$ cat src/rtl/symbol_frame_sequencer.sv
// symbol_frame_sequencer
//   Hard-decision slicer sequencer. Accepts signed symbols over a
//   valid/ready handshake. Each symbol is sliced to one bit
//   (bit = sym > THRESHOLD, signed). Bits are packed LSB-first into
//   WORD_BITS-wide words. FRAME_WORDS words are emitted per frame
//   with backpressure. A start pulse opens a frame and a done pulse
//   closes it.
//
//   Optional macro SYM_ERASURE_COUNT_EN adds erasure_cnt. It counts
//   the accepted symbols with |sym| < MARGIN in the current frame.
//
// Ports:
//   clk, rst_n             clock (rising edge), async active-low reset
//   start                  frame start pulse, sampled only in IDLE
//   busy                   high whenever the sequencer is not IDLE
//   done                   one-cycle pulse after the last word is accepted
//   sym_in/valid/ready     symbol input handshake
//   bits_out/valid/ready   packed word output handshake
//   word_idx               index of bits_out within the frame
//   erasure_cnt            low-confidence symbol count (macro only)
module symbol_frame_sequencer #(
  parameter int          DATA_WIDTH  = 16,
  parameter int          WORD_BITS   = 8,
  parameter int          FRAME_WORDS = 4,
  parameter int          THRESHOLD   = 0,
  parameter int unsigned MARGIN      = 192
) (
  input  logic                             clk,
  input  logic                             rst_n,
  input  logic                             start,
  output logic                             busy,
  output logic                             done,
  input  logic [DATA_WIDTH-1:0]            sym_in,
  input  logic                             sym_valid,
  output logic                             sym_ready,
  output logic [WORD_BITS-1:0]             bits_out,
  output logic                             bits_valid,
  input  logic                             bits_ready,
  output logic [$clog2(FRAME_WORDS):0]     word_idx
`ifdef SYM_ERASURE_COUNT_EN
  ,
  output logic [$clog2(WORD_BITS*FRAME_WORDS):0] erasure_cnt
`endif
);

  localparam int BC_W = $clog2(WORD_BITS);
  localparam int WI_W = $clog2(FRAME_WORDS) + 1;
  localparam logic signed [DATA_WIDTH-1:0] THR = DATA_WIDTH'(THRESHOLD);

  typedef enum logic [1:0] {
    S_IDLE,
    S_COLLECT,
    S_OUTPUT,
    S_DONE
  } state_t;

  state_t              state;
  logic [BC_W-1:0]      bit_cnt;
  logic [WI_W-1:0]      word_cnt;
  logic [WORD_BITS-1:0] shreg;
  logic [WORD_BITS-1:0] word_next;
  logic                 decision;
  logic                 handshake;

  // sym_ready is registered and only ever high in COLLECT.
  always_comb begin
    decision  = $signed(sym_in) > THR;
    handshake = sym_valid & sym_ready;
    word_next = shreg;
    word_next[bit_cnt] = decision;
  end

  always_ff @(posedge clk or negedge rst_n) begin
    if (!rst_n) begin
      state      <= S_IDLE;
      busy       <= 1'b0;
      done       <= 1'b0;
      sym_ready  <= 1'b0;
      bits_valid <= 1'b0;
      bits_out   <= '0;
      word_idx   <= '0;
      bit_cnt    <= '0;
      word_cnt   <= '0;
      shreg      <= '0;
    end else begin
      case (state)
        S_IDLE: begin
          if (start) begin
            state     <= S_COLLECT;
            busy      <= 1'b1;
            sym_ready <= 1'b1;
            bit_cnt   <= '0;
            word_cnt  <= '0;
            shreg     <= '0;
          end
        end
        S_COLLECT: begin
          if (handshake) begin
            shreg <= word_next;
            if (bit_cnt == BC_W'(WORD_BITS - 1)) begin
              // Word complete: present it directly from the merged value.
              bits_out   <= word_next;
              word_idx   <= word_cnt;
              bit_cnt    <= '0;
              sym_ready  <= 1'b0;
              bits_valid <= 1'b1;
              state      <= S_OUTPUT;
            end else begin
              bit_cnt <= bit_cnt + BC_W'(1);
            end
          end
        end
        S_OUTPUT: begin
          if (bits_ready) begin
            bits_valid <= 1'b0;
            if (word_cnt == WI_W'(FRAME_WORDS - 1)) begin
              done  <= 1'b1;
              state <= S_DONE;
            end else begin
              word_cnt  <= word_cnt + WI_W'(1);
              sym_ready <= 1'b1;
              state     <= S_COLLECT;
            end
          end
        end
        S_DONE: begin
          done  <= 1'b0;
          busy  <= 1'b0;
          state <= S_IDLE;
        end
        default: state <= S_IDLE;
      endcase
    end
  end

`ifdef SYM_ERASURE_COUNT_EN
  localparam int EC_W = $clog2(WORD_BITS*FRAME_WORDS) + 1;

  logic [DATA_WIDTH:0] sym_ext;
  logic [DATA_WIDTH:0] sym_mag;
  logic                low_conf;

  // One extra bit keeps the magnitude of the most negative value positive.
  always_comb begin
    sym_ext  = {sym_in[DATA_WIDTH-1], sym_in};
    sym_mag  = sym_in[DATA_WIDTH-1] ? -sym_ext : sym_ext;
    low_conf = sym_mag < (DATA_WIDTH+1)'(MARGIN);
  end

  always_ff @(posedge clk or negedge rst_n) begin
    if (!rst_n) begin
      erasure_cnt <= '0;
    end else if (state == S_IDLE && start) begin
      erasure_cnt <= '0;
    end else if (handshake && low_conf) begin
      erasure_cnt <= erasure_cnt + EC_W'(1);
    end
  end
`endif

endmodule
$ cat config.mk
export PLATFORM = sky130hd
export DESIGN_NAME = symbol_frame_sequencer
export DESIGN_NICKNAME = d
export VERILOG_FILES = /design/src/rtl/symbol_frame_sequencer.sv
export SDC_FILE = /design/constraint.sdc
export NUM_CORES = 1
export LEC_CHECK = 0
export BUFFER_PORTS_ARGS = -buffer_cell sky130_fd_sc_hd__buf_2
export CAP_MARGIN = 20
export CELL_PAD_IN_SITES_DETAIL_PLACEMENT = 1
export CELL_PAD_IN_SITES_GLOBAL_PLACEMENT = 2
export CORE_ASPECT_RATIO = 0.75
export CORE_UTILIZATION = 29
export DETAILED_ROUTE_END_ITERATION = 6
export PLACE_DENSITY_LB_ADDON = 0.1
export SLEW_MARGIN = 10
export SYNTH_ARGS = -nofsm -noshare
export SYNTH_HDL_FRONTEND = slang
export SYNTH_SLANG_ARGS = --single-unit
$ cat constraint.sdc
create_clock -name clk -period 1.8 [get_ports clk]
set_clock_uncertainty 0.05 [all_clocks]
set_input_delay 0.36 -clock clk [delete_from_list [all_inputs] [get_ports clk]]
set_output_delay 0.36 -clock clk [all_outputs]
set_load 0.02 [all_outputs]
==> results.toml <==
[worst_setup_path]
r2r_slack_ns = 0.04
critical_path_class = "reg2reg"
crit_path_end_kind = "flip-flop"
start_kind = "flip-flop"
critical_path_peak_fanout = 8
arrival_ns = 1.92
required_ns = 1.96

[synthesis]
yosys.area_share.adder_pct = 3.21
syn-num-nets = 187
post-synth-top-count-cell = "dfrtp_1"
synth_top_family_by_area = "simple AND/OR/NAND/NOR gates"
yosys.area.top_type = "dfrtp_1"
synth-simple-area-share_pct = 24.1
netlist.area_leader.share_pct = 49.7
ys_seq_area_share_pct = 49.7
synth_compound_area_share_pct = 18.4
syn_inst = 162
synth_warnings = 0
avgSynthCellArea_sq_um = 9.63
synth_commonest_cells = "31 x dfrtp_1, 25 x nand2_1, 25 x o21ai_0, 11 x nor2b_1, 7 x nand3_1"
synthMuxAreaShare_pct = 0
synth.area.top_cells = "dfrtp_1 50%, o21ai_0 8.0%, nand2_1 6.0%, nor2b_1 4.4%, o211ai_2 4.0%"
synthXorXnorAreaFrac_pct = 0
ys_ff_latch = 31
synth_edf_count = 0
synth-main-ff-cell = "dfrtp_1"
async_flop_share_pct = 100
synth_area_sq_mm = 0.00156
synth.distinct_cells = 34

[route]
drc = 0
wirelength_mm = 4.24
via_count = 1320
antenna_left = 0
drt-pass1-iter-count = 4
wire_per_inst_um = 15.1
first_iter_violations = 11
viasPerCell = 4.71

[clock_tree]
cts_root_buffer = "clkbuf_8"
cts_max_level = 2
path_clk_slew_ns = 0.07
cts_max_path_buffers = 2
cts.sinks = 31
cts_buffers = 5
cts_tree = "built"
clk_latency_ns = 0.29

[finish]
area_growth_pct = 30.2
finish.instance_area_sq_mm = 0.00203
antenna_cells = 0
multiInputGateArea_sq_um = 762
instances_no_fill = 280
drive_gt1_share_pct = 35.6
layout.area.seq_sq_um = 777
fin_nets = 232
fillCellCount = 580

[placed_design]
post-place-ws_ns = -0.0591
dp_cells = 271
post-dp-hpwl_mm = 3.07
placed_area_sq_mm = 0.00188
io_buffers = 35
gp_congestion = 0.758

[global_route]
grtUsageTotal_pct = 16.8
grt-busiest-layer = "met2"
grt_start_max_net_pins = 32
overflow = 0
met2_usage_pct = 25.8
grt_util_met1_pct = 22.4
grt_pass1_vias = 1401
grt_util_met3_pct = 3.89
grt_pass1_wl_mm = 7.02
antenna_found_initial = 0

[sta]
worst_pin_slew_ns = 0.715
grt_setup_unrepaired = "true"
hold_slack_ns = 0.0717
slew_headroom_pct = 52.3
tns_ns = 0
fin_crit_ns = 1.76
slew_violations = 0
fmax_ghz = 0.568
hold_viol = 0
setup_slack_ns = 0.0399
finalCritPeriodShare_pct = 97.8
setup_violations = 0

[power]
peakVddDrop_v = 0.000457
powerDensity_mw_per_mm2 = 1340
p_leak_nw = 0.951

[die]
ios = 36
core_sq_mm = 0.00504
start_util_pct = 31.0
die_h_um = 65.5
die_x_um = 86.7
dieArea_sq_mm = 0.00568
rows = 22

[hold_path]
worstHoldPathType = "in2async"

[job]
cap_violations = 0

[outcome]
outcome = "completed"
registers in the layout (all words and copies together), names as in the netlist:
name,cells
busy,1
bit_cnt,3
word_cnt,3
bits_valid,1
word_idx,3
done,1
bits_out,8
shreg,8
state,2
sym_ready,1
path summary, 6_finish.rpt:
path / startpoint / cells past startpoint / to
setup reg to reg: bit_cnt[0]$_DFFE_PN0P_ / 6 / bits_out[5]$_DFFE_PN0P_
min in group clk: bits_ready / 3 / state[0]$_DFFE_PN0P_
hold reg to reg: bits_valid$_DFFE_PN0P_ / 2 / bits_valid$_DFFE_PN0P_
max in group asynchronous: rst_n / 1 / state[0]$_DFFE_PN0P_
setup / recovery: bit_cnt[0]$_DFFE_PN0P_ / 6 / bits_out[5]$_DFFE_PN0P_
hold / removal: rst_n / 1 / word_idx[2]$_DFFE_PN0P_
worst max-delay path: stages, from the launching register on:
cell	delay, ns
dfrtp_1	0.40
ha_4	0.16
ha_4	0.14
nand3_4	0.06
or2_4	0.23
or3_4	0.48
o211ai_2	0.16
kinds of logic after synthesis:
family,after synthesis
adder cells (fa/ha/maj),4
AND/OR/NAND/NOR,70
AO/OA/AOI/OAI,44
buffers and inverters,13
flip-flops,31
layer usage:
layer	vias up	routed length, um
met5	-	0
met4	0	79
met3	7	114
met2	18	1890
met1	639	2150
li1	656	-
timing repair:
item                       4_1_cts  5_1_grt
hold endpoints to repair         0        0
pin swaps                        1        6
hold buffers                     0        0
setup endpoints to repair        9        9
cloned                           0        0
gates resized for setup          2        4
setup buffers                    2        0
where the power goes:
group / internal (mW) / switching (mW) / leakage, nW
clock network: 0.448 / 0.272 / 0.0612
registers: 0.874 / 0.128 / 0.410
logic: 0.410 / 0.590 / 0.480
through the flow:
stage          util [%]  total power [mW]
2_1_floorplan         -              1.64
3_3_place_gp       37.4              1.95
3_5_place_dp       37.4              2.00
4_1_cts            40.2              2.73
5_1_grt            40.3              2.92
6_report           40.3              2.72
layout by cell type (no fill, tap or decap), drive strengths merged, types with 3 or more instances in the layout:
| cell | n |
|---|---|
| nor4 | 5 |
| o211ai | 5 |
| nand3b | 3 |
| nand3 | 7 |
| ha | 4 |
| o21a | 3 |
| o21ai | 28 |
| a21oi | 3 |
| dfrtp | 31 |
| nand2 | 25 |
| nor2b | 11 |
| clkbuf | 6 |
| or3 | 3 |
| buf | 48 |
| inv | 3 |
| nor2 | 6 |
final cells by class:
type | instances | share of cell area, %
clock buffers | 6 | 4.07
flip-flops and latches | 31 | 38.3
repair buffers | 48 | 13.4
inverters | 3 | 0.555
well taps | 72 | 4.44
clock inverters | 2 | 1.73
multi-input cells | 118 | 37.5
Note: power is estimated with default switching activity, not from simulation.
